## src/rtl/spi_reg_bank_pkg.sv

```systemverilog
// Shared constants and types for the SPI register bank.
package spi_reg_pkg;

  localparam int FRAME_BITS = 16;
  localparam int CNT_W      = 5;

  // The bit counter stops one past a full frame so long frames stay "wrong length".
  localparam logic [CNT_W-1:0] CNT_FULL = CNT_W'(FRAME_BITS);
  localparam logic [CNT_W-1:0] CNT_SAT  = CNT_W'(FRAME_BITS + 1);

  localparam logic [6:0] ADDR_EN_OUT_LO = 7'h00;
  localparam logic [6:0] ADDR_EN_OUT_HI = 7'h01;
  localparam logic [6:0] ADDR_EN_PWM_LO = 7'h02;
  localparam logic [6:0] ADDR_EN_PWM_HI = 7'h03;
  localparam logic [6:0] ADDR_DUTY      = 7'h04;

  typedef enum logic [1:0] {
    ST_IDLE   = 2'd0,
    ST_SHIFT  = 2'd1,
    ST_COMMIT = 2'd2
  } state_t;

endpackage

```

## src/rtl/spi_reg_bank_if.sv

```systemverilog
// SPI pins plus the PWM-facing control registers and status pulses.
interface spi_reg_bank_if;

  logic       sclk;
  logic       copi;
  logic       ncs;
  logic [7:0] en_reg_out_7_0;
  logic [7:0] en_reg_out_15_8;
  logic [7:0] en_reg_pwm_7_0;
  logic [7:0] en_reg_pwm_15_8;
  logic [7:0] pwm_duty_cycle;
  logic       wr_strobe;
  logic       frame_err;

  modport slave (
    input  sclk, copi, ncs,
    output en_reg_out_7_0, en_reg_out_15_8, en_reg_pwm_7_0, en_reg_pwm_15_8,
    output pwm_duty_cycle, wr_strobe, frame_err
  );

  modport master (
    output sclk, copi, ncs,
    input  en_reg_out_7_0, en_reg_out_15_8, en_reg_pwm_7_0, en_reg_pwm_15_8,
    input  pwm_duty_cycle, wr_strobe, frame_err
  );

endinterface

```

## src/rtl/spi_reg_bank_sync_edge.sv

```systemverilog
// Multi-flop synchroniser for one asynchronous pin, plus a history flop for edge detect.
module sync_edge #(
  parameter int   SYNC_STAGES = 2,
  parameter logic RST_VAL     = 1'b0
) (
  input  logic i_clk,
  input  logic i_rst,
  input  logic i_pin,
  output logic o_level,
  output logic o_rise,
  output logic o_fall
);

  logic [SYNC_STAGES-1:0] r_sync;
  logic                   r_hist;

  // Shift the pin through the synchroniser chain and remember the previous level.
  always_ff @(posedge i_clk) begin
    if (i_rst) begin
      r_sync <= {SYNC_STAGES{RST_VAL}};
      r_hist <= RST_VAL;
    end else begin
      r_sync <= {r_sync[SYNC_STAGES-2:0], i_pin};
      r_hist <= r_sync[SYNC_STAGES-1];
    end
  end

  assign o_level = r_sync[SYNC_STAGES-1];
  assign o_rise  = r_sync[SYNC_STAGES-1] & ~r_hist;
  assign o_fall  = ~r_sync[SYNC_STAGES-1] & r_hist;

endmodule

```

## src/rtl/spi_reg_bank.sv

```systemverilog
// SPI-slave write-only register bank feeding the PWM peripheral controls.
//
//   state     | meaning
//   ST_IDLE   | waiting for ncs to fall; other pin edges ignored
//   ST_SHIFT  | capturing copi on each sclk rise until ncs rises
//   ST_COMMIT | one cycle: apply a valid write, then idle or start next frame
module spi_reg_bank
  import spi_reg_pkg::*;
#(
  parameter int         SYNC_STAGES = 2,
  parameter logic [6:0] MAX_ADDR    = 7'h04
) (
  input  logic           clk,
  input  logic           rst,
  spi_reg_bank_if.slave  bus
);

  logic w_sclk_level, w_sclk_rise, w_sclk_fall;
  logic w_copi_level, w_copi_rise, w_copi_fall;
  logic w_ncs_level,  w_ncs_rise,  w_ncs_fall;
  logic w_unused_edges;

  // ncs resets to "asserted" so a frame already running at reset release is skipped.
  sync_edge #(.SYNC_STAGES(SYNC_STAGES), .RST_VAL(1'b0)) u_sync_sclk (
    .i_clk(clk), .i_rst(rst), .i_pin(bus.sclk),
    .o_level(w_sclk_level), .o_rise(w_sclk_rise), .o_fall(w_sclk_fall)
  );

  sync_edge #(.SYNC_STAGES(SYNC_STAGES), .RST_VAL(1'b0)) u_sync_copi (
    .i_clk(clk), .i_rst(rst), .i_pin(bus.copi),
    .o_level(w_copi_level), .o_rise(w_copi_rise), .o_fall(w_copi_fall)
  );

  sync_edge #(.SYNC_STAGES(SYNC_STAGES), .RST_VAL(1'b0)) u_sync_ncs (
    .i_clk(clk), .i_rst(rst), .i_pin(bus.ncs),
    .o_level(w_ncs_level), .o_rise(w_ncs_rise), .o_fall(w_ncs_fall)
  );

  assign w_unused_edges = ^{w_sclk_level, w_sclk_fall, w_copi_rise, w_copi_fall, w_ncs_level};

  state_t                r_state;
  logic [CNT_W-1:0]      r_cnt;
  logic [FRAME_BITS-1:0] r_shift;
  logic                  r_err_pend;
  logic                  r_wr_strobe;
  logic                  r_frame_err;
  logic [7:0]            r_en_out_lo, r_en_out_hi, r_en_pwm_lo, r_en_pwm_hi, r_duty;

  logic       w_rw;
  logic [6:0] w_addr;
  logic [7:0] w_data;

  assign w_rw   = r_shift[15];
  assign w_addr = r_shift[14:8];
  assign w_data = r_shift[7:0];

  // Frame FSM, bit counter, shift register and register file.
  always_ff @(posedge clk) begin
    if (rst) begin
      r_state     <= ST_IDLE;
      r_cnt       <= '0;
      r_shift     <= '0;
      r_err_pend  <= 1'b0;
      r_wr_strobe <= 1'b0;
      r_frame_err <= 1'b0;
      r_en_out_lo <= '0;
      r_en_out_hi <= '0;
      r_en_pwm_lo <= '0;
      r_en_pwm_hi <= '0;
      r_duty      <= '0;
    end else begin
      r_wr_strobe <= 1'b0;
      // Delay the length error by a cycle so it lines up with the commit timing.
      r_frame_err <= r_err_pend;
      r_err_pend  <= 1'b0;
      case (r_state)
        ST_IDLE: begin
          if (w_ncs_fall) begin
            r_cnt   <= '0;
            r_shift <= '0;
            r_state <= ST_SHIFT;
          end
        end
        ST_SHIFT: begin
          // An ncs edge in the same cycle as an sclk rise takes priority.
          if (w_ncs_rise) begin
            if (r_cnt == CNT_FULL) begin
              r_state <= ST_COMMIT;
            end else begin
              r_err_pend <= 1'b1;
              r_state    <= ST_IDLE;
            end
          end else if (w_sclk_rise) begin
            r_shift <= {r_shift[FRAME_BITS-2:0], w_copi_level};
            if (r_cnt != CNT_SAT) begin
              r_cnt <= r_cnt + 1'b1;
            end
          end
        end
        ST_COMMIT: begin
          if (w_rw && (w_addr <= MAX_ADDR)) begin
            r_wr_strobe <= 1'b1;
            case (w_addr)
              ADDR_EN_OUT_LO: r_en_out_lo <= w_data;
              ADDR_EN_OUT_HI: r_en_out_hi <= w_data;
              ADDR_EN_PWM_LO: r_en_pwm_lo <= w_data;
              ADDR_EN_PWM_HI: r_en_pwm_hi <= w_data;
              ADDR_DUTY:      r_duty      <= w_data;
              default:        ;
            endcase
          end
          if (w_ncs_fall) begin
            r_cnt   <= '0;
            r_shift <= '0;
            r_state <= ST_SHIFT;
          end else begin
            r_state <= ST_IDLE;
          end
        end
        default: r_state <= ST_IDLE;
      endcase
    end
  end

  assign bus.en_reg_out_7_0  = r_en_out_lo;
  assign bus.en_reg_out_15_8 = r_en_out_hi;
  assign bus.en_reg_pwm_7_0  = r_en_pwm_lo;
  assign bus.en_reg_pwm_15_8 = r_en_pwm_hi;
  assign bus.pwm_duty_cycle  = r_duty;
  assign bus.wr_strobe       = r_wr_strobe;
  assign bus.frame_err       = r_frame_err;

endmodule

```

## src/flat_wrapper.sv

```systemverilog
// flat-port wrapper written by rule: the top's interface ports become plain ports
module spi_reg_bank_flat import spi_reg_pkg::*;
#(
  parameter int         SYNC_STAGES = 2,
  parameter logic [6:0] MAX_ADDR    = 7'h04
)
  (clk, rst, bus_sclk, bus_copi, bus_ncs, bus_en_reg_out_7_0, bus_en_reg_out_15_8, bus_en_reg_pwm_7_0, bus_en_reg_pwm_15_8, bus_pwm_duty_cycle, bus_wr_strobe, bus_frame_err);
  spi_reg_bank_if bus_i ();
  input  logic clk;
  input  logic rst;
  input wire logic [$bits(bus_i.sclk)-1:0] bus_sclk;
  input wire logic [$bits(bus_i.copi)-1:0] bus_copi;
  input wire logic [$bits(bus_i.ncs)-1:0] bus_ncs;
  output wire logic [$bits(bus_i.en_reg_out_7_0)-1:0] bus_en_reg_out_7_0;
  output wire logic [$bits(bus_i.en_reg_out_15_8)-1:0] bus_en_reg_out_15_8;
  output wire logic [$bits(bus_i.en_reg_pwm_7_0)-1:0] bus_en_reg_pwm_7_0;
  output wire logic [$bits(bus_i.en_reg_pwm_15_8)-1:0] bus_en_reg_pwm_15_8;
  output wire logic [$bits(bus_i.pwm_duty_cycle)-1:0] bus_pwm_duty_cycle;
  output wire logic [$bits(bus_i.wr_strobe)-1:0] bus_wr_strobe;
  output wire logic [$bits(bus_i.frame_err)-1:0] bus_frame_err;
  assign bus_i.sclk = bus_sclk;
  assign bus_i.copi = bus_copi;
  assign bus_i.ncs = bus_ncs;
  assign bus_en_reg_out_7_0 = bus_i.en_reg_out_7_0;
  assign bus_en_reg_out_15_8 = bus_i.en_reg_out_15_8;
  assign bus_en_reg_pwm_7_0 = bus_i.en_reg_pwm_7_0;
  assign bus_en_reg_pwm_15_8 = bus_i.en_reg_pwm_15_8;
  assign bus_pwm_duty_cycle = bus_i.pwm_duty_cycle;
  assign bus_wr_strobe = bus_i.wr_strobe;
  assign bus_frame_err = bus_i.frame_err;
  spi_reg_bank #(.SYNC_STAGES(SYNC_STAGES), .MAX_ADDR(MAX_ADDR)) u_core (.clk(clk), .rst(rst), .bus(bus_i));
endmodule
```

## config.mk

```make
export PLATFORM = sky130hd
export DESIGN_NAME = spi_reg_bank_flat
export DESIGN_NICKNAME = d
export VERILOG_FILES = /design/src/rtl/spi_reg_bank_pkg.sv /design/src/rtl/spi_reg_bank_if.sv /design/src/rtl/spi_reg_bank_sync_edge.sv /design/src/rtl/spi_reg_bank.sv /design/src/flat_wrapper.sv
export SDC_FILE = /design/constraint.sdc
export NUM_CORES = 1
export LEC_CHECK = 0
export CAP_MARGIN = 20
export CORE_UTILIZATION = 47
export CTS_CLUSTER_SIZE = 14
export DETAILED_ROUTE_END_ITERATION = 8
export PLACE_DENSITY_LB_ADDON = 0.1
export SETUP_SLACK_MARGIN = 0.02
export SLEW_MARGIN = 20
export SYNTH_ARGS = -nofsm -noshare
export SYNTH_HDL_FRONTEND = slang
export SYNTH_SLANG_ARGS = --single-unit
```

## constraint.sdc

```tcl
create_clock -name clk -period 1.8 [get_ports clk]
set_input_delay 0.45 -clock clk [delete_from_list [all_inputs] [get_ports clk]]
set_output_delay 0.45 -clock clk [all_outputs]
set_load 0.02 [all_outputs]
```

==> metrics.cfg, run 1 <==
[status]
status=finished clean

[route]
wirelength_um=6010
dr.pass1.iters=4
vias=2151
ant_nets=0
drcViolationCount=0
drt_iter0_drc=106
viasPerCell=5.31
wl_per_cell_um=14.8

[sta]
hold_violations=0
finalSetupTns_ps=0
fin_crit_ps=1750
setup_viol=0
maxSlewHeadroom=0.522
setup_ws_ps=46.8
skew_ps=7.08
slew_viol_final=0
fmaxAchievable_mhz=570
tightest_slew_ps=716
rsz0062_at_grt=no
fin_crit_sh=0.974
whs_ps=437

[critical_path]
path_cells=clkdlybuf4s50_1
arrival_ps=1300
startpoint_type=register
path_max_fanout=2
required_ps=1350
r2r_end=u_core.r_cnt[0]$_SDFFE_PP0P_
path_buf_inv=1
cp_top_family=buffers and inverters
reg2reg_from=u_core.r_cnt[0]$_SDFFE_PP0P_
max_stage_delay_ps=610
timing_worst_setup_path_type=reg2out
endpoint_kind=primary output
critPathSlowestCell=clkdlybuf4s50_1
rr_worst_depth=5
regToRegSetupSlack_ps=130

[global_route]
grt_max_degree=35
grt_pass1_vias=2033
grt_overflow_total=0
antenna_found_initial=0
grt_pass1_wl_um=10000
track_usage=0.209

[synthesis]
synth-seq-cells=74
synth_area_leaders=dfxtp_1, mux2i_1, nor2_1, a22oi_1, nor2b_1
yosys-mux-area-fraction=0.146
ys.warnings.count=0
synth_cell_types=34
synthXorXnorAreaFrac=0
yosys.area_share.simple=0.218
avgSynthCellArea_sq_um=10.3
synth_seq_area_share=0.528
synth_largest_area_cell=dfxtp_1
synth_cells=273
synthAdderAreaFrac=0.0134
synth_top_family_by_area=simple AND/OR/NAND/NOR gates
syn_area_sq_mm=0.00281
yosysTopAreaCellShare=0.528
synth-compound-area-share=0.0655
synth_fp_nets=281

[min_path]
min_from=u_core.u_sync_ncs.r_sync[0]$_SDFF_PP0_
min_to=u_core.u_sync_ncs.r_sync[1]$_SDFF_PP0_
hp-class=reg2reg
hold_depth=1

[die]
rows=27
die_h_um=79.3
io_pins=47
die_x_um=79.3
die_area_sq_mm=0.00628
initial_core_util=0.497
core_area_sq_mm=0.00564

[power]
pwr_density_cell_mw_per_mm2=941
power_leakage_nw=1.81
ir_worst_vdd_mv=0.724

[cts]
clockRootBuffer=clkbuf_8
clk_path_buf_depth=2
cts.sinks=74
postCtsHoldBufs=0
clock_latency_ps=340
clk_pin_slew_ps=70
cts_made_buffers=9
h-tree-depth=3
cts_tree=done

[placement]
gp_congestion=0.738
place_hpwl_um=3890
io_buffers=46
place_ws_ps=-89.8

[final_layout]
register_area_sq_mm=0.00148
drive_above_1_share=0.123
final_common_cell=dfxtp_1
final_cell_mix=dfxtp_1, nor2_1, mux2i_1
antenna_cells_inserted=0
area_growth_pct=34.1
multi_input_area_sq_mm=0.00127
fillers=448
nNetsFinal=337

[run]
maxCapViolCount=0

-- registers in the layout, indices dropped and copies added, names as in the netlist --
register and cells:
u_core.u_sync_ncs.r_sync 2, u_core.r_shift 16, u_core.u_sync_ncs.r_hist 1, u_core.r_state 2, u_core.bus.wr_strobe 1, u_core.bus.pwm_duty_cycle 8
u_core.bus.en_reg_pwm_15_8 8, u_core.r_err_pend 1, u_core.bus.en_reg_pwm_7_0 8, u_core.u_sync_sclk.r_sync 2, u_core.r_cnt 5, u_core.bus.frame_err 1
u_core.bus.en_reg_out_7_0 8, u_core.bus.en_reg_out_15_8 8, u_core.u_sync_sclk.r_hist 1, u_core.u_sync_copi.r_sync 2
-- what timing repair did --
action,4_1_cts,5_1_grt
pin swaps,0,1
setup buffers,0,2
setup endpoints to repair,18,44
hold endpoints to repair,0,0
resized for setup,2,15
-- synthesized netlist by cell type --
| master | n |
|---|---|
| a21oi_1 | 4 |
| a22oi_1 | 16 |
| a31oi_1 | 3 |
| and2_0 | 1 |
| and2_1 | 2 |
| and4b_1 | 1 |
| and4bb_2 | 1 |
| buf_2 | 3 |
| buf_4 | 1 |
| buf_6 | 1 |
| clkbuf_1 | 9 |
| dfxtp_1 | 74 |
| ha_1 | 3 |
| inv_1 | 4 |
| mux2i_1 | 41 |
| nand2_1 | 5 |
| nand2b_1 | 2 |
| nand3_1 | 4 |
| nand4_2 | 4 |
| nand4b_1 | 2 |
| nor2_1 | 59 |
| nor2b_1 | 14 |
| nor3b_1 | 2 |
| nor4_1 | 2 |
| nor4b_1 | 2 |
| nor4b_4 | 1 |
| nor4bb_1 | 2 |
| o21ai_0 | 2 |
| o221ai_2 | 1 |
| or2_2 | 1 |
| or2b_2 | 1 |
| or3_1 | 1 |
| or3b_2 | 1 |
| or4_1 | 3 |
-- area by class of cell --
type	count	share of cell area
timing repair buffer	59	0.166
multi-input combinational	181	0.336
clock inverter	5	0.0399
tap	72	0.0239
sequential	74	0.394
inverter	4	0.00399
clock buffer	10	0.0366
-- worst max path at each step --
stage	startpoint	end	cells past startpoint
5_1_grt	u_core.bus.en_reg_out_15_8[2]$_SDFFE_PP0P_	bus_en_reg_out_15_8[2]	1
6_report	u_core.bus.en_reg_out_15_8[3]$_SDFFE_PP0P_	bus_en_reg_out_15_8[3]	1
4_1_cts	u_core.r_shift[12]$_SDFFE_PP0P_	u_core.bus.en_reg_pwm_15_8[0]$_SDFFE_PP0P_	4
3_5_place_dp	u_core.u_sync_sclk.r_hist$_SDFF_PP0_	u_core.r_shift[12]$_SDFFE_PP0P_	4
3_3_place_gp	u_core.u_sync_sclk.r_hist$_SDFF_PP0_	u_core.r_shift[6]$_SDFFE_PP0P_	4
2_1_floorplan	u_core.r_cnt[1]$_SDFFE_PP0P_	u_core.r_cnt[0]$_SDFFE_PP0P_	6
-- cells by family (layout without fill, tap and decap cells) --
| group | count (synthesis) | count (layout) |
|---|---|---|
| AO/OA/AOI/OAI | 26 | 26 |
| AND/OR/NAND/NOR | 111 | 111 |
| adder cells (fa/ha/maj) | 3 | 3 |
| flip-flops | 74 | 74 |
| multiplexers | 41 | 41 |
| buffers and inverters | 18 | 78 |
-- through the flow --
step	cell area (sq um)	instances	total power (W)	utilization
6_report	3760	405	0.00354	0.667
5_1_grt	3760	405	0.00364	0.667
4_1_cts	3700	403	0.00357	0.657
3_5_place_dp	3400	388	0.00176	0.603
3_3_place_gp	3400	388	0.00176	0.603
2_1_floorplan	2810	273	0.00173	-
-- routing by layer --
metal	vias to the layer above	global-route usage	share of wire
met1	1042	0.281	0.48
met2	44	0.317	0.47
met3	9	0.0471	0.038
met5	-	0	0
met4	0	0.0982	0.016
li1	1056	-	-
-- report_power, final --
group	internal, W	switching, W	leakage [nW]
Combinational	0.0000283	0.0000421	1.07
Sequential	0.00164	0.00000451	0.597
Clock	0.00123	0.000591	0.143
Total	0.00290	0.000638	1.81
No activity file was read; power rests on OpenSTA's default activity.
==> inputs of run 2 (changes only) <==
ABC_CLOCK_PERIOD_IN_PS = 1800   (was default)
==> results of run 2 <==
Same layout as run 1: the final DEF is identical, and so are final timing and power.
==> inputs of run 3 (changes only) <==
==> constraint.sdc (replaced) <==
create_clock -name clk -period 1.8 [get_ports clk]
set_input_delay 0.36 -clock clk [delete_from_list [all_inputs] [get_ports clk]]
set_output_delay 0.36 -clock clk [all_outputs]
set_load 0.02 [all_outputs]
==> run 3 against run 2 <==
Compared with the run above: core utilization decreased by 2.6 points; highest routed layer unchanged; first-iteration DRC count increased by 18%; maximum frequency up 4.6%; register-to-register slack hardly changed; largest cell class unchanged.
==> metrics.cfg, run 3 (synthesis results as in run 1) <==
[global_route]
grt_overflow_total=0  ; unchanged
grt_pass1_vias=2045  ; was 2,033
grt_max_degree=30  ; was 35
track_usage=0.206  ; was 0.209
antenna_found_initial=0  ; unchanged
grt_pass1_wl_um=9830  ; was 10000 um

[critical_path]
critPathSlowestCell=or4_1  ; was clkdlybuf4s50_1
reg2reg_from=u_core.r_cnt[0]$_SDFFE_PP0P_  ; unchanged
startpoint_type=register  ; unchanged
path_cells=ha_1 -> nor4bb_1 -> or2_2 -> or4_1 -> a31oi_1  ; was clkdlybuf4s50_1
endpoint_kind=register  ; was primary output
required_ps=2070  ; was 1350 ps
arrival_ps=1940  ; was 1300 ps
rr_worst_depth=5  ; unchanged
regToRegSetupSlack_ps=120  ; was 130 ps
r2r_end=u_core.r_cnt[0]$_SDFFE_PP0P_  ; unchanged
path_max_fanout=7  ; was 2
timing_worst_setup_path_type=reg2reg  ; was reg2out
max_stage_delay_ps=400  ; was 610 ps
cp_top_family=simple AND/OR/NAND/NOR gates  ; was buffers and inverters
path_buf_inv=0  ; was 1

[sta]
skew_ps=8.46  ; was 7.08 ps
fin_crit_ps=1680  ; was 1750 ps
fin_crit_sh=0.931  ; was 0.974
maxSlewHeadroom=0.547  ; was 0.522
slew_viol_final=0  ; unchanged
fmaxAchievable_mhz=597  ; was 570 MHz
tightest_slew_ps=680  ; was 716 ps
hold_violations=0  ; unchanged
rsz0062_at_grt=no  ; unchanged
setup_viol=0  ; unchanged
setup_ws_ps=124  ; was 46.8 ps
whs_ps=439  ; was 437 ps

[final_layout]
drive_above_1_share=0.125  ; was 0.123
nNetsFinal=339  ; was 337
area_growth_pct=28.8  ; was 34.1%
antenna_cells_inserted=0  ; unchanged
register_area_sq_mm=0.00148  ; unchanged
largest_register=u_core.r_shift  ; unchanged
multi_input_area_sq_mm=0.00125  ; was 0.00127 sq mm
fillers=465  ; was 448
final_common_cell=dfxtp_1  ; unchanged
final_cell_mix=dfxtp_1, nor2_1, clkdlybuf4s50_1  ; was dfxtp_1, nor2_1, mux2i_1
largest_register_ffs=16  ; unchanged

[cts]
clk_pin_slew_ps=70  ; about the same
clk_path_buf_depth=2  ; unchanged
cts_tree=done  ; unchanged
postCtsHoldBufs=0  ; unchanged
clock_latency_ps=340  ; about the same
clockRootBuffer=clkbuf_8  ; unchanged
cts.sinks=74  ; unchanged
cts_made_buffers=9  ; unchanged
h-tree-depth=3  ; unchanged

[route]
dr.pass1.iters=4  ; unchanged
wirelength_um=5830  ; was 6010 um
wl_per_cell_um=14.3  ; was 14.8 um
drt_iter0_drc=125  ; was 106
ant_nets=0  ; unchanged
viasPerCell=5.19  ; was 5.31
drcViolationCount=0  ; unchanged
vias=2119  ; was 2,151

[status]
status=finished clean  ; unchanged

[die]
core_area_sq_mm=0.00564  ; unchanged
rows=27  ; unchanged
io_pins=47  ; unchanged
die_x_um=79.3  ; unchanged
die_area_sq_mm=0.00628  ; unchanged
initial_core_util=0.497  ; unchanged
die_h_um=79.3  ; unchanged

[run]
maxCapViolCount=0  ; unchanged

[min_path]
hold_depth=1  ; unchanged
hp-class=reg2reg  ; unchanged
min_to=u_core.u_sync_ncs.r_sync[1]$_SDFF_PP0_  ; unchanged
min_from=u_core.u_sync_ncs.r_sync[0]$_SDFF_PP0_  ; unchanged

[placement]
place_hpwl_um=3800  ; was 3890 um
place_ws_ps=-31.4  ; was -89.8 ps
io_buffers=46  ; unchanged
gp_congestion=0.778  ; was 0.738

[power]
power_leakage_nw=1.52  ; was 1.81 nW
pwr_density_cell_mw_per_mm2=797  ; was 941 mW/mm^2
ir_worst_vdd_mv=0.478  ; was 0.724 mV

==> run 3: cell count changes in the layout (fill, tap and decap cells not counted), sizes merged <==
cell / previous run / this run
clkbuf: 10 / 12
clkinv: 0 / 3
buf: 14 / 16
clkdlybuf4s50: 32 / 45
clkinvlp: 0 / 1
dlymetal6s2s: 13 / 0
bufinv: 5 / 0
==> run 3: per-stage QoR <==
stage,setup TNS (ps),cell area (sq um),util,power (W),std cells
after global placement,0,3420,0.607,0.00175,392
after global routing,0,3620,0.641,0.00300,408
final,0,3620,0.641,0.00288,408
after detailed placement,-56.2,3420,0.607,0.00175,392
after CTS,0,3610,0.639,0.00291,408
after floorplan,0,2810,-,0.00173,273
==> run 3: worst max path at each step <==
stage	start	endpoint	cells after the start
after floorplan	u_core.r_cnt[1]$_SDFFE_PP0P_	u_core.r_cnt[0]$_SDFFE_PP0P_	6
after global placement	u_core.u_sync_sclk.r_hist$_SDFF_PP0_	u_core.r_shift[5]$_SDFFE_PP0P_	4
after global routing	u_core.r_cnt[0]$_SDFFE_PP0P_	u_core.r_cnt[0]$_SDFFE_PP0P_	5
after CTS	u_core.r_shift[12]$_SDFFE_PP0P_	u_core.bus.en_reg_pwm_15_8[7]$_SDFFE_PP0P_	5
after detailed placement	u_core.r_state[0]$_SDFFE_PP0P_	u_core.r_shift[1]$_SDFFE_PP0P_	4
final	u_core.r_cnt[0]$_SDFFE_PP0P_	u_core.r_cnt[0]$_SDFFE_PP0P_	5
==> run 3: layout make-up <==
cell class                      count  area share
Tap cell                           72      0.0249
Clock buffer                       12      0.0429
Inverter                            4     0.00415
Multi-Input combinational cell    181       0.347
Sequential cell                    74       0.410
Clock inverter                      4     0.00727
Timing Repair Buffer               61       0.164
==> run 3: timing repair <==
action	CTS	global route
hold endpoints to repair	0	0
endpoints found under the setup margin	16	8
gates resized for setup	1	1
buffers inserted	0	0
==> run 3: per-layer routing <==
layer,track usage,vias to the layer above,share of wire
li1,-,1063,-
met1,0.282,996,0.51
met3,0.0506,7,0.047
met2,0.306,53,0.43
met5,0,-,0
met4,0.0927,0,0.014
==> run 3: power breakdown <==
group	internal, W	total [W]	leakage (nW)	switching (W)
clock network	0.000574	0.00117	0.0924	0.000593
logic	0.0000261	0.0000674	0.827	0.0000414
registers	0.00164	0.00165	0.597	0.00000444
